[src/rtl/text_console_pkg.sv]
// Shared constants, FSM state type and default geometry for the text console writer.
package text_console_pkg;

    localparam logic [7:0] CC_BS = 8'h08;
    localparam logic [7:0] CC_LF = 8'h0A;
    localparam logic [7:0] CC_FF = 8'h0C;
    localparam logic [7:0] CC_CR = 8'h0D;

    localparam int unsigned DEF_COLS = 32;
    localparam int unsigned DEF_ROWS = 32;
    localparam int unsigned COL_W    = $clog2(DEF_COLS);
    localparam int unsigned ROW_W    = $clog2(DEF_ROWS);

    typedef enum logic [2:0] {
        StIdle,
        StWrite,
        StClear,
        StScrollRd,
        StScrollWr,
        StScrollFill
    } tc_state_e;

    function automatic logic is_ctrl(input logic [7:0] code);
        return (code == CC_BS) || (code == CC_LF) || (code == CC_FF) || (code == CC_CR);
    endfunction

endpackage

[src/rtl/text_console_writer_if.sv]
// Character stream, RAM write port and status bundle of the text console writer.
interface text_console_writer_if #(
    parameter int unsigned COL_W = text_console_pkg::COL_W,
    parameter int unsigned ROW_W = text_console_pkg::ROW_W
);
    localparam int unsigned ADDR_W = COL_W + ROW_W;

    logic [7:0]        char_in;
    logic              char_valid;
    logic              char_ready;
    logic [ADDR_W-1:0] ram_addr;
    logic [7:0]        ram_rdata;
    logic [7:0]        ram_wdata;
    logic              ram_we;
    logic [ROW_W-1:0]  cursor_row;
    logic [COL_W-1:0]  cursor_col;
    logic              busy;

    modport master (
        output char_in, char_valid, ram_rdata,
        input  char_ready, ram_addr, ram_wdata, ram_we, cursor_row, cursor_col, busy
    );

    modport slave (
        input  char_in, char_valid, ram_rdata,
        output char_ready, ram_addr, ram_wdata, ram_we, cursor_row, cursor_col, busy
    );

endinterface

[src/rtl/console_cursor.sv]
// Row/column cursor with advance, newline, carriage return, backspace and home controls.
module console_cursor #(
    parameter int unsigned COL_W     = 5,
    parameter int unsigned ROW_W     = 5,
    parameter bit          HOLD_LAST = 1'b0
) (
    input  logic             clk,
    input  logic             reset,
    input  logic             i_adv,
    input  logic             i_lf,
    input  logic             i_cr,
    input  logic             i_bs,
    input  logic             i_home,
    output logic [ROW_W-1:0] o_row,
    output logic [COL_W-1:0] o_col,
    output logic             o_ovf
);

    logic [ROW_W-1:0] r_row;
    logic [COL_W-1:0] r_col;
    logic             w_row_last;
    logic             w_col_last;
    logic [ROW_W-1:0] w_row_next;

    assign w_row_last = (r_row == '1);
    assign w_col_last = (r_col == '1);
    // Bottom row either wraps to the top or stays put while the caller scrolls.
    assign w_row_next = w_row_last ? (HOLD_LAST ? r_row : '0) : r_row + 1'b1;

    always_ff @(posedge clk or posedge reset) begin
        if (reset) begin
            r_row <= '0;
            r_col <= '0;
        end else if (i_home) begin
            r_row <= '0;
            r_col <= '0;
        end else if (i_adv) begin
            if (w_col_last) begin
                r_col <= '0;
                r_row <= w_row_next;
            end else begin
                r_col <= r_col + 1'b1;
            end
        end else if (i_lf) begin
            r_col <= '0;
            r_row <= w_row_next;
        end else if (i_cr) begin
            r_col <= '0;
        end else if (i_bs && (r_col != '0)) begin
            r_col <= r_col - 1'b1;
        end
    end

    assign o_row = r_row;
    assign o_col = r_col;
    assign o_ovf = w_row_last && ((i_adv && w_col_last) || i_lf);

endmodule

[src/rtl/text_console_writer.sv]
// Write-side producer for the tile text display: cursor, control codes, clear and scroll sweeps.
// Define TEXT_CONSOLE_SCROLL_EN to scroll up one row on bottom overflow instead of wrapping.
module text_console_writer
    import text_console_pkg::*;
#(
    parameter int unsigned COLS      = 32,
    parameter int unsigned ROWS      = 32,
    parameter logic [7:0]  FILL_CHAR = 8'h00
) (
    input  logic                  clk,
    input  logic                  reset,
    text_console_writer_if.slave  bus
);

    localparam int unsigned CW = $clog2(COLS);
    localparam int unsigned RW = $clog2(ROWS);
    localparam int unsigned AW = CW + RW;

    localparam logic [AW-1:0] LAST_ADDR  = AW'(ROWS * COLS - 1);
    localparam logic [AW-1:0] LAST_SRC   = AW'((ROWS - 1) * COLS - 1);
    localparam logic [AW-1:0] FIRST_FILL = AW'((ROWS - 1) * COLS);
    localparam logic [AW-1:0] ROW_STEP   = AW'(COLS);

`ifdef TEXT_CONSOLE_SCROLL_EN
    localparam bit SCROLL_EN = 1'b1;
`else
    localparam bit SCROLL_EN = 1'b0;
`endif

    tc_state_e     r_state;
    logic [AW-1:0] r_addr;
    logic [AW-1:0] r_sweep;
    logic [7:0]    r_wdata;
    logic          r_we;
    logic          r_busy;
    logic          r_scroll_pend;

    logic          w_xfer;
    logic          w_print;
    logic [RW-1:0] w_row;
    logic [CW-1:0] w_col;
    logic          w_ovf;
    logic          w_home;

    assign w_xfer  = bus.char_valid && bus.char_ready;
    assign w_print = w_xfer && !is_ctrl(bus.char_in);
    assign w_home  = (r_state == StClear) && (r_addr == LAST_ADDR);

    console_cursor #(
        .COL_W     (CW),
        .ROW_W     (RW),
        .HOLD_LAST (SCROLL_EN)
    ) u_cursor (
        .clk    (clk),
        .reset  (reset),
        .i_adv  (w_print),
        .i_lf   (w_xfer && (bus.char_in == CC_LF)),
        .i_cr   (w_xfer && (bus.char_in == CC_CR)),
        .i_bs   (w_xfer && (bus.char_in == CC_BS)),
        .i_home (w_home),
        .o_row  (w_row),
        .o_col  (w_col),
        .o_ovf  (w_ovf)
    );

    always_ff @(posedge clk or posedge reset) begin
        if (reset) begin
            r_state       <= StIdle;
            r_addr        <= '0;
            r_sweep       <= '0;
            r_wdata       <= '0;
            r_we          <= 1'b0;
            r_busy        <= 1'b0;
            r_scroll_pend <= 1'b0;
        end else begin
            unique case (r_state)
                StIdle: begin
                    if (w_print) begin
                        r_state       <= StWrite;
                        r_addr        <= {w_row, w_col};
                        r_wdata       <= bus.char_in;
                        r_we          <= 1'b1;
                        r_scroll_pend <= SCROLL_EN && w_ovf;
                    end else if (w_xfer && (bus.char_in == CC_FF)) begin
                        r_state <= StClear;
                        r_addr  <= '0;
                        r_wdata <= FILL_CHAR;
                        r_we    <= 1'b1;
                        r_busy  <= 1'b1;
                    end else if (w_xfer && (bus.char_in == CC_LF) && SCROLL_EN && w_ovf) begin
                        r_state <= StScrollRd;
                        r_addr  <= ROW_STEP;
                        r_sweep <= '0;
                        r_busy  <= 1'b1;
                    end
                end
                StWrite: begin
                    r_we          <= 1'b0;
                    r_scroll_pend <= 1'b0;
                    if (r_scroll_pend) begin
                        r_state <= StScrollRd;
                        r_addr  <= ROW_STEP;
                        r_sweep <= '0;
                        r_busy  <= 1'b1;
                    end else begin
                        r_state <= StIdle;
                    end
                end
                StClear: begin
                    if (r_addr == LAST_ADDR) begin
                        r_state <= StIdle;
                        r_we    <= 1'b0;
                        r_busy  <= 1'b0;
                    end else begin
                        r_addr <= r_addr + 1'b1;
                    end
                end
                StScrollRd: begin
                    r_state <= StScrollWr;
                    r_addr  <= r_sweep;
                    r_we    <= 1'b1;
                end
                // Read of row r+1 lands one cycle later; it is copied straight into row r.
                StScrollWr: begin
                    if (r_sweep == LAST_SRC) begin
                        r_state <= StScrollFill;
                        r_addr  <= FIRST_FILL;
                        r_wdata <= FILL_CHAR;
                    end else begin
                        r_state <= StScrollRd;
                        r_sweep <= r_sweep + 1'b1;
                        r_addr  <= r_sweep + ROW_STEP + AW'(1);
                        r_we    <= 1'b0;
                    end
                end
                StScrollFill: begin
                    if (r_addr == LAST_ADDR) begin
                        r_state <= StIdle;
                        r_we    <= 1'b0;
                        r_busy  <= 1'b0;
                    end else begin
                        r_addr <= r_addr + 1'b1;
                    end
                end
                default: r_state <= StIdle;
            endcase
        end
    end

    assign bus.char_ready = (r_state == StIdle) && !reset;
    assign bus.ram_addr   = r_addr;
    assign bus.ram_we     = r_we;
    assign bus.ram_wdata  = (r_state == StScrollWr) ? bus.ram_rdata : r_wdata;
    assign bus.busy       = r_busy;
    assign bus.cursor_row = w_row;
    assign bus.cursor_col = w_col;

endmodule

[src/flat_wrapper.sv]
// flat-port wrapper written by rule: the top's interface ports become plain ports
module text_console_writer_flat import text_console_pkg::*;
#(
    parameter int unsigned COLS      = 32,
    parameter int unsigned ROWS      = 32,
    parameter logic [7:0]  FILL_CHAR = 8'h00
)
  (clk, reset, bus_char_in, bus_char_valid, bus_ram_rdata, bus_char_ready, bus_ram_addr, bus_ram_wdata, bus_ram_we, bus_cursor_row, bus_cursor_col, bus_busy);
  text_console_writer_if #(.COL_W(5), .ROW_W(5)) bus_i ();
  input  logic clk;
  input  logic reset;
  input wire logic [$bits(bus_i.char_in)-1:0] bus_char_in;
  input wire logic [$bits(bus_i.char_valid)-1:0] bus_char_valid;
  input wire logic [$bits(bus_i.ram_rdata)-1:0] bus_ram_rdata;
  output wire logic [$bits(bus_i.char_ready)-1:0] bus_char_ready;
  output wire logic [$bits(bus_i.ram_addr)-1:0] bus_ram_addr;
  output wire logic [$bits(bus_i.ram_wdata)-1:0] bus_ram_wdata;
  output wire logic [$bits(bus_i.ram_we)-1:0] bus_ram_we;
  output wire logic [$bits(bus_i.cursor_row)-1:0] bus_cursor_row;
  output wire logic [$bits(bus_i.cursor_col)-1:0] bus_cursor_col;
  output wire logic [$bits(bus_i.busy)-1:0] bus_busy;
  assign bus_i.char_in = bus_char_in;
  assign bus_i.char_valid = bus_char_valid;
  assign bus_i.ram_rdata = bus_ram_rdata;
  assign bus_char_ready = bus_i.char_ready;
  assign bus_ram_addr = bus_i.ram_addr;
  assign bus_ram_wdata = bus_i.ram_wdata;
  assign bus_ram_we = bus_i.ram_we;
  assign bus_cursor_row = bus_i.cursor_row;
  assign bus_cursor_col = bus_i.cursor_col;
  assign bus_busy = bus_i.busy;
  text_console_writer #(.COLS(COLS), .ROWS(ROWS), .FILL_CHAR(FILL_CHAR)) u_core (.clk(clk), .reset(reset), .bus(bus_i));
endmodule
[config.mk]
export PLATFORM = sky130hd
export DESIGN_NAME = text_console_writer_flat
export DESIGN_NICKNAME = d
export VERILOG_FILES = /design/src/rtl/text_console_pkg.sv /design/src/rtl/text_console_writer_if.sv /design/src/rtl/console_cursor.sv /design/src/rtl/text_console_writer.sv /design/src/flat_wrapper.sv
export SDC_FILE = /design/constraint.sdc
export NUM_CORES = 1
export LEC_CHECK = 0
export BUFFER_PORTS_ARGS = -buffer_cell sky130_fd_sc_hd__buf_2
export CAP_MARGIN = 20
export CORE_MARGIN = 3
export CORE_UTILIZATION = 35
export CTS_CLUSTER_DIAMETER = 60
export CTS_CLUSTER_SIZE = 10
export DETAILED_ROUTE_END_ITERATION = 10
export HOLD_SLACK_MARGIN = 0.03
export SETUP_SLACK_MARGIN = 0.5
export SLEW_MARGIN = 30
export SYNTH_ARGS = -nofsm -noshare
export SYNTH_HDL_FRONTEND = slang
export SYNTH_HIERARCHICAL = 1
export SYNTH_SLANG_ARGS = --single-unit
[constraint.sdc]
create_clock -name clk -period 2.7 [get_ports clk]
set_input_delay 0 -clock clk [delete_from_list [all_inputs] [get_ports clk]]
set_output_delay 0 -clock clk [all_outputs]
set_load 0.01 [all_outputs]
==> results of run 1 <==
[where the power goes]
group          switching (uW)  total (uW)  internal [uW]  leakage [uW]
clock                     233         533            300     0.0000612
sequential                281        1150            873      0.000562
combinational            1190        2180            986       0.00106
total                    1710        3860           2160       0.00168
[final timing paths]
kind	endpoint	slack [ns]	from	cells past startpoint
max in group asynchronous	u_core/bus.ram_addr[2]	1.98	reset	4
worst max register to register	u_core/u_cursor/o_col[4]	0.54	u_core/r_state[1]	7
worst max-delay path	u_core/u_cursor/o_col[4]	0.54	u_core/r_state[1]	7
worst min register to register	u_core/r_wdata[3]	0.50	u_core/r_wdata[3]	1
worst min-delay path	u_core/r_wdata[1]	0.22	bus_char_valid	3
min in group asynchronous	u_core/u_cursor/o_col[4]	0.27	reset	3
[cell usage in the layout (no fill, tap or decap), drive strengths merged, types with 3 or more instances in the layout]
cell type / count
a21o: 3
a21oi: 21
a222oi: 3
a22o: 9
a31oi: 6
and2: 3
and3: 9
buf: 62
clkbuf: 6
dfrtp: 43
dlygate4sd3: 9
ha: 7
inv: 10
mux2: 6
mux2i: 4
nand2: 50
nand2b: 3
nand3: 12
nand3b: 4
nand4: 4
nor2: 29
nor2b: 4
nor3: 9
nor4b: 3
o21ai: 14
o22ai: 4
xnor2: 10
xor2: 7
[layout make-up]
cell class	count	area (um2)	share of cell area
Sequential cell	43	1076	0.3012
Inverter	11	45.04	0.01261
Multi-Input combinational cell	265	1760	0.4928
Clock inverter	2	35.03	0.009807
Clock buffer	6	82.58	0.02312
Timing Repair Buffer	71	445.4	0.1247
Tap cell	102	127.6	0.03573
[registers in the layout, indices dropped and copies added, names as in the netlist]
name                   cells
u_core/r_wdata             8
u_core/bus.busy            1
u_core/u_cursor/o_col      5
u_core/bus.ram_we          1
u_core/u_cursor/o_row      5
u_core/r_state             3
u_core/r_sweep            10
u_core/bus.ram_addr       10
[per-layer routing]
metal  global-route usage  vias to the layer above
li1                     -                     1346
met1               0.2419                     1361
met2               0.2694                       85
met3              0.03087                       10
met4              0.05325                        0
met5                    0                        -
[critical path, delay by kind of cell, from the launching register on]
family / cells / cell delay, ns
DFF: 1 / 0.42
AOI/OAI and AO/OA: 1 / 0.22
buffers and inverters: 1 / 0.11
and+or+nand+nor: 5 / 1.31
[repair_timing]
| item | CTS | global route |
|---|---|---|
| hold endpoints to repair | 51 | 0 |
| hold buffers | 9 | 0 |
| endpoints found under the setup margin | 2 | 19 |
| setup buffers | 1 | 3 |
| pin swaps | 1 | 2 |
| resized for setup | 2 | 6 |
[through the flow]
step	total power, uW	area (um2)	util	setup WS (ns)
after floorplan	2559	2949	-	0.5045
after global placement	3181	3286	0.4145	0.4610
after detailed placement	3191	3286	0.4145	0.4142
after CTS	3770	3506	0.4422	0.5241
after global routing	4140	3572	0.4506	0.4439
final	3864	3572	0.4506	0.5354
==> out/qor.yml, run 1 <==
post-place-cells: 479
drv_cap: 0
hold_path.class: "in2reg"
antenna_found_initial: 0
fin_nets: 423
crit_chain: "nor3_4 -> and3_4 -> nor3b_2 -> inv_1 -> or4b_2 -> a32oi_1 -> nor2_1"
grt.total_usage: 0.1723
clock.fmax_mhz: 462.0
cts_root_buffer: "clkbuf_8"
grt_max_degree: 34
io_buffers: 49
cp_max_fo: 6
clock_path_buffers: 2
remaining_drc_errors: 0
rsz0062_at_grt: "true"
viasPerCell: 5.604
fin_crit_ns: 2.165
routed.top_layer: "met4"
wl_um: 8176
htreeDepth: 2
wl_met2_um: 3853
initial_core_util: 0.3706
final.setup_skew_ns: 0.01081
synth_area_mm2: 0.002938
p_per_area_mw_per_mm2: 1082
required_ns: 2.90
cts_buffers: 5
drv_slew: 0
fp.dieArea_mm2: 0.009529
tritoncts: "yes"
status: "complete, no violations"
setup_tns_ns: 0
syn_area_per_cell_um2: 8.744
syn_inst: 336
yosys_warnings: 6
final_cell_count_no_fill: 500
fin_hold_ws_ns: 0.2152
drt_first_pass_iters: 7
worstMarginPinSlew_ns: 0.5443
overflow: 0
grt_pass1_vias: 2691
finalCritPeriodShare: 0.8017
n_fill_cell: 775
gp_congestion: 0.8247
io-pin-count: 50
critPathKind: "reg2reg"
clk_pin_slew_ns: 0.09
layout-drive-gt1-share: 0.2462
cp-end-kind: "flop"
flow.area_growth_from_synthesis_pct: 21.59
core-area_mm2: 0.007928
diodes: 0
worst_ep_arrival_time_ns: 2.36
finalHoldViolations: 0
ir_drop_mv: 0.4044
drt_iter0_drc: 230
max-slew-margin-rel: 0.6358
critPathLaunchType: "flop"
wl_met3_um: 346
vias: 2802
detail-route-antenna-nets: 0
cts.sinks: 43
drt-met1-wl_um: 3839
clock_latency_ns: 0.30
num_rows: 32
finalSetupViolations: 0
slowest_delay_ns: 0.61
hpwlAfterDp_um: 5923
grt_pass1_wl_um: 13540
die_h_um: 97.62
critPathSlowestCell: "or4b_2"
syn-num-nets: 362
p_leak_uw: 0.001679
post_drt_wl_per_cell_um: 16.35
fp.dieW_um: 97.62
(Power assumes the default switching activity.)
==> run 2: changes to the inputs <==
--- a/config.mk
+++ b/config.mk
@@ -5,6 +5,7 @@
 export SDC_FILE = /design/constraint.sdc
 export NUM_CORES = 1
 export LEC_CHECK = 0
+export ABC_AREA = 1
 export BUFFER_PORTS_ARGS = -buffer_cell sky130_fd_sc_hd__buf_2
 export CAP_MARGIN = 20
 export CORE_MARGIN = 3
==> constraint.sdc (replaced) <==
create_clock -name clk -period 1.9 [get_ports clk]
set_input_delay 0 -clock clk [delete_from_list [all_inputs] [get_ports clk]]
set_output_delay 0 -clock clk [all_outputs]
set_load 0.01 [all_outputs]
==> run 2 against run 1 <==
Against the previous run:
- core utilization increased by 5.8 points
- sequential share of layout area shrank 5.0 points
- cell count grew 36%
- maximum frequency is 24% higher
- largest cell class unchanged
- non-clock buffer count increased by 40
- global-route usage increased by 1.3 points
- count of clock-buffer cells in the layout did not move
- die area is 5.4% higher
==> out/qor.yml, run 2 <==
status: "complete, no violations"  # unchanged
worst_ep_arrival_time_ns: 1.92  # was 2.36 ns
critPathLaunchType: "flop"  # unchanged
clk_pin_slew_ns: 0.08  # was 0.09 ns
crit_buf_inv: 4  # was 1
r2r_setup_slack_ns: 0.16  # was 0.54 ns
p_leak_uw: 0.002291  # was 0.001679 uW
syn-num-nets: 492  # was 362
tritoncts: "yes"  # unchanged
required_ns: 2.08  # was 2.90 ns
viasPerCell: 4.977  # was 5.604
finalHoldViolations: 0  # unchanged
cp_max_fo: 6  # unchanged
post-place-cells: 629  # was 479
sw_frac_of_total: 0.2111  # was 0.4413
grt_pass1_wl_um: 15240  # was 13540 um
r2r-start: "u_core/r_state[1]"  # unchanged
cts_buffers: 5  # unchanged
regArea_mm2: 0.001079  # was 0.001076 mm2
drv_cap: 0  # unchanged
synth_area_mm2: 0.003108  # was 0.002938 mm2
cp-end-kind: "flop"  # unchanged
critPathKind: "reg2reg"  # unchanged
htreeDepth: 2  # unchanged
hp-start: "bus_char_valid"  # unchanged
seqPwrFrac: 0.526  # was 0.299
fin_crit_ns: 1.742  # was 2.165 ns
crit_path_end: "u_core/r_sweep[9]"  # was u_core/u_cursor/o_col[4]
antenna_found_initial: 0  # unchanged
max-slew-margin-rel: 0.7316  # was 0.6358
finalSetupViolations: 0  # unchanged
final_cell_count_no_fill: 682  # was 500
drt_first_pass_iters: 5  # was 7
grt.total_usage: 0.1857  # was 0.1723
num_rows: 33  # was 32
die_h_um: 100.2  # was 97.62 um
overflow: 0  # unchanged
slowest_delay_ns: 0.44  # was 0.61 ns
clockPowerShare: 0.434  # was 0.138
initial_core_util: 0.3690  # was 0.3706
r2r_cells: 9  # was 7
setup_tns_ns: 0  # unchanged
diodes: 0  # unchanged
vias: 3394  # was 2802
grt_pass1_vias: 3280  # was 2691
fp.dieW_um: 100.2  # was 97.62 um
worstMarginPinSlew_ns: 0.4021  # was 0.5443 ns
drv_slew: 0  # unchanged
power_switching_uw: 367.1  # was 1705 uW
core-area_mm2: 0.008423  # was 0.007928 mm2
detail-route-antenna-nets: 0  # unchanged
fp.dieArea_mm2: 0.01005  # was 0.009529 mm2
final_cell_mix: "nand2_1, buf_2, nor2_1"  # was nand2_1, buf_2, dfrtp_1
layout-drive-gt1-share: 0.3276  # was 0.2462
multiInputGateArea_mm2: 0.001933  # was 0.001760 mm2
design_area_mm2: 0.004288  # was 0.003572 mm2
critPathSlowestCell: "dfrtp_2"  # was or4b_2
final_util: 0.5091  # was 0.4506
startpoint: "u_core/r_state[1]"  # unchanged
syn_area_per_cell_um2: 6.669  # was 8.744 um2
power_uw: 1739  # was 3864 uW
remaining_drc_errors: 0  # unchanged
clock_path_buffers: 2  # unchanged
dpl_cell_area_mm2: 0.003563  # was 0.003286 mm2
final.setup_skew_ns: 0.01168  # was 0.01081 ns
layout_commonest_cell: "nand2_1"  # unchanged
clock.fmax_mhz: 574.2  # was 462.0 MHz
cp_top_family: "simple AND/OR/NAND/NOR gates"  # unchanged
ir_drop_mv: 0.2797  # was 0.4044 mV
cts_root_buffer: "clkbuf_8"  # unchanged
intPower_uw: 1372  # was 2159 uW
crit_cells: 9  # was 7
hpwlAfterDp_um: 6477  # was 5923 um
syn_inst: 466  # was 336
io_buffers: 49  # unchanged
wl_um: 9239  # was 8176 um
drt_iter0_drc: 262  # was 230
post_drt_wl_per_cell_um: 13.55  # was 16.35 um
rsz0062_at_grt: "true"  # unchanged
cts.sinks: 43  # unchanged
yosys_warnings: 6  # unchanged
gp_congestion: 0.8984  # was 0.8247
grt_max_degree: 35  # was 34
io-pin-count: 50  # unchanged
fin_nets: 602  # was 423
flow.area_growth_from_synthesis_pct: 37.96  # was 21.59%
r2r-end: "u_core/r_sweep[9]"  # was u_core/u_cursor/o_col[4]
n_fill_cell: 821  # was 775
hold_path.class: "in2reg"  # unchanged
finalCritPeriodShare: 0.9166  # was 0.8017
p_per_area_mw_per_mm2: 405.6  # was 1082 mW/mm2
comb_power_share: 0.040  # was 0.563
crit_chain: "nor2_4 -> buf_4 -> buf_6 -> nand2_2 -> buf_6 -> nor2_4 -> buf_4 -> nand4_1 -> xor2_1"  # was nor3_4 -> and3_4 -> nor3b_2 -> inv_1 -> or4b_2 -> a32oi_1 -> nor2_1
clock_latency_ns: 0.30  # about the same
## run 2: how the worst min path moves through the flow
stage / endpoint / slack [ns] / depth (start not counted)
after floorplan: u_core/u_cursor/o_col[0] / -0.16 / 1
after global routing: u_core/bus.busy / 0.1 / 3
after global placement: u_core/u_cursor/o_row[1] / 0.04 / 2
final: u_core/bus.busy / 0.08 / 3
after detailed placement: u_core/u_cursor/o_row[1] / 0.05 / 2
after CTS: u_core/bus.busy / 0.08 / 3
## run 2: worst register-to-register path, delay by kind of cell (launching register included)
kind	cells	cell delay, ns
DFF	1	0.44
buffers and inverters	4	0.51
xor gates and xnor gates	1	0.15
and+or+nand+nor	4	0.52
## run 2: area by class of cell
cell class                      instances  area share
Clock inverter                          2    0.008170
Inverter                               55     0.05136
Timing Repair inverter                  1    0.001751
Tap cell                              105     0.03064
Multi-Input combinational cell        359      0.4508
Timing Repair Buffer                  111      0.1865
Sequential cell                        43      0.2515
Clock buffer                            6     0.01926
## run 2: power by group through the flow
stage | Sequential, uW | Combinational (uW) | Clock, uW
detailed placement | 932 | 53.6 | 0
finish | 914 | 70.3 | 755
CTS | 914 | 67.8 | 771
global route | 914 | 79.6 | 813
floorplan | 932 | 21.4 | 0
global placement | 932 | 52.8 | 0
## run 2: metrics by stage
stage,hold slack (ns),setup slack (ns)
floorplan,-0.1598,0.09654
global placement,0.04161,0.04555
detailed placement,0.05147,0.01056
CTS,0.07880,0.2055
global route,0.09826,0.07440
finish,0.08334,0.1584
## run 2: what timing repair did
action,in CTS,in global routing
pin swaps,29,24
cloned,1,0
gates resized for setup,39,40
endpoints found under the hold margin,51,43
buffers inserted,23,12
hold buffers,9,1
setup endpoints to repair,50,52
## run 2: layer usage
metal | share of wire | vias up | global-route usage
li1 | - | 1697 | -
met1 | 0.44 | 1595 | 0.2455
met2 | 0.50 | 88 | 0.3150
met3 | 0.041 | 14 | 0.03197
met4 | 0.013 | 0 | 0.04663
met5 | 0 | - | 0
==> run 3: changes to the inputs <==
--- a/config.mk
+++ b/config.mk
@@ -14,6 +14,7 @@
 export CTS_CLUSTER_SIZE = 10
 export DETAILED_ROUTE_END_ITERATION = 10
 export HOLD_SLACK_MARGIN = 0.03
+export MAX_ROUTING_LAYER = met4
 export SETUP_SLACK_MARGIN = 0.5
 export SLEW_MARGIN = 30
 export SYNTH_ARGS = -nofsm -noshare
==> run 3 against run 2 <==
Against the previous run:
- die area stayed put
- clock skew is 0.0056 ns lower
- critical path depth is 1 higher
- critical endpoint is now u_core/r_wdata[1]
- register-to-register slack worse by 0.02 ns
- hold slack worse by 0.034 ns
- global-route usage is 0.86 points higher
- cell count is 1.3% higher
- design area is 5.4% higher
- via count is 5.1% higher
- sequential share of layout area is 1.3 points lower
- count of clock-buffer cells in the layout is 1 lower
- critical path type unchanged
==> out/qor.yml, run 3 (synthesis gave the netlist of run 2 again) <==
status: "complete, no violations"  # unchanged
flow.area_growth_from_synthesis_pct: 45.37  # was 37.96%
fin_hold_ws_ns: 0.04910  # was 0.08334 ns
crit_buf_inv: 4  # unchanged
r2r_setup_slack_ns: 0.14  # was 0.16 ns
cts.sinks: 43  # unchanged
clk_pin_slew_ns: 0.09  # was 0.08 ns
critPathKind: "reg2reg"  # unchanged
clock.fmax_mhz: 567.5  # was 574.2 MHz
p_per_area_mw_per_mm2: 382.5  # was 405.6 mW/mm2
final_cell_count_no_fill: 691  # was 682
r2r_cells: 10  # was 9
cts_root_buffer: "clkbuf_8"  # unchanged
drt_first_pass_iters: 5  # unchanged
holdPathStages: 3  # unchanged
grt_pass1_wl_um: 15340  # was 15240 um
seqPwrFrac: 0.529  # was 0.526
remaining_drc_errors: 0  # unchanged
drv_slew: 0  # unchanged
viasPerCell: 5.164  # was 4.977
crit_chain: "nor2_4 -> buf_6 -> buf_6 -> nand2_4 -> buf_6 -> nor2_4 -> inv_2 -> nand3_4 -> nand2_2 -> o21ai_1"  # was nor2_4 -> buf_4 -> buf_6 -> nand2_2 -> buf_6 -> nor2_4 -> buf_4 -> nand4_1 -> xor2_1
multiInputGateArea_mm2: 0.002079  # was 0.001933 mm2
htreeDepth: 2  # unchanged
diodes: 0  # unchanged
cp_max_fo: 8  # was 6
cts_buffers: 5  # unchanged
grt_pass1_vias: 3262  # was 3280
hpwlAfterDp_um: 6548  # was 6477 um
cp_top_family: "simple AND/OR/NAND/NOR gates"  # unchanged
gp_congestion: 0.9129  # was 0.8984
antenna_found_initial: 0  # unchanged
fp.dieArea_mm2: 0.01005  # unchanged
max-slew-margin-rel: 0.7305  # was 0.7316
tritoncts: "yes"  # unchanged
crit_cells: 10  # was 9
fin_crit_ns: 1.762  # was 1.742 ns
slowest_delay_ns: 0.44  # about the same
fp.dieW_um: 100.2  # unchanged
pre_cts_slack_ns: -0.02640  # was 0.01056 ns
layout_setup_ws_ns: 0.1380  # was 0.1584 ns
ir_drop_mv: 0.2837  # was 0.2797 mV
detail-route-antenna-nets: 0  # unchanged
worstMarginPinSlew_ns: 0.4038  # was 0.4021 ns
finalSetupViolations: 0  # unchanged
drv_cap: 0  # unchanged
critPathLaunchType: "flop"  # unchanged
post_drt_wl_per_cell_um: 14.51  # was 13.55 um
cpMostUsedCell: "buf_6"
n_fill_cell: 808  # was 821
p_leak_uw: 0.002409  # was 0.002291 uW
num_rows: 33  # unchanged
cp-end-kind: "flop"  # unchanged
grt_max_degree: 35  # unchanged
intPower_uw: 1340  # was 1372 uW
wl_um: 10030  # was 9239 um
finalCritPeriodShare: 0.9274  # was 0.9166
fin_nets: 611  # was 602
layout-drive-gt1-share: 0.3840  # was 0.3276
grt.total_usage: 0.1943  # was 0.1857
regArea_mm2: 0.001079  # unchanged
required_ns: 2.13  # was 2.08 ns
final_cell_mix: "nand2_1, buf_2"  # was nand2_1, buf_2, nor2_1
clockPowerShare: 0.432  # was 0.434
io_buffers: 49  # unchanged
die_h_um: 100.2  # unchanged
final.setup_skew_ns: 0.006029  # was 0.01168 ns
finalHoldViolations: 0  # unchanged
worst_ep_arrival_time_ns: 2.00  # was 1.92 ns
io-pin-count: 50  # unchanged
final_util: 0.5364  # was 0.5091
setup_tns_ns: 0  # unchanged
post-place-cells: 628  # was 629
clock_path_buffers: 2  # unchanged
clock_latency_ns: 0.30  # about the same
rsz0062_at_grt: "true"  # unchanged
hold_path.class: "in2reg"  # unchanged
vias: 3568  # was 3394
critPathSlowestCell: "dfrtp_1"  # was dfrtp_2
overflow: 0  # unchanged
sw_frac_of_total: 0.2245  # was 0.2111
core-area_mm2: 0.008423  # unchanged
layout_commonest_cell: "nand2_1"  # unchanged
power_switching_uw: 388.1  # was 367.1 uW
initial_core_util: 0.3690  # unchanged
comb_power_share: 0.039  # was 0.040
drt_iter0_drc: 247  # was 262
run 3: changes by cell type in the layout (fill, tap and decap cells not counted), sizes merged:
cell | previous run | this run
inv | 54 | 55
clkbuf | 6 | 5
clkinvlp | 2 | 1
dlygate4sd3 | 9 | 7
buf | 102 | 113
nand2 | 183 | 184
run 3: final cells by class:
cell class	instances	area share
multi-input cells	360	0.4603
well taps	105	0.02908
flip-flops and latches	43	0.2387
repair buffers	120	0.1975
inverters	55	0.04874
clock inverters	3	0.01052
clock buffers	5	0.01523
run 3: final timing paths:
kind | from | to
worst max-delay path | u_core/r_state[0] | u_core/r_wdata[1]
worst min-delay path | bus_char_in[0] | u_core/r_wdata[0]
worst max register to register | u_core/r_state[0] | u_core/r_wdata[1]
worst min register to register | u_core/bus.ram_we | u_core/bus.ram_we
max in group asynchronous | reset | u_core/r_state[1]
min in group asynchronous | reset | u_core/u_cursor/o_row[3]
run 3: power by group through the flow:
stage	clock network (uW)	registers, uW	logic [uW]
after floorplan	0	932	21.4
after global placement	0	932	52.9
after detailed placement	0	932	53.5
after CTS	767	914	66.1
after global routing	795	914	76.2
final	746	914	68.2
run 3: repair_timing:
action	CTS	global route
setup endpoints to repair	52	52
setup buffers	32	15
cloned	1	0
gates resized for setup	64	63
pin swaps	35	42
hold endpoints to repair	49	0
hold buffers	7	0
run 3: through the flow:
stage	cell area (um2)	power, uW
2_1_floorplan	3129	953.9
3_3_place_gp	3556	985.3
3_5_place_dp	3556	986.0
4_1_cts	4190	1747
5_1_grt	4518	1785
6_report	4518	1728
run 3: worst min-delay path, stage by stage:
cell and delay (ns):
buf_2 0.08, inv_1 0.09, o21ai_1 0.14
run 3: metal layers:
metal  vias up  GRT usage  routed length, um
met4         0    0.05803                190
met2       115     0.3257               5206
met5         -          -                  0
met3        25    0.03336                506
met1      1707     0.2399               4125
li1       1721          -                  -
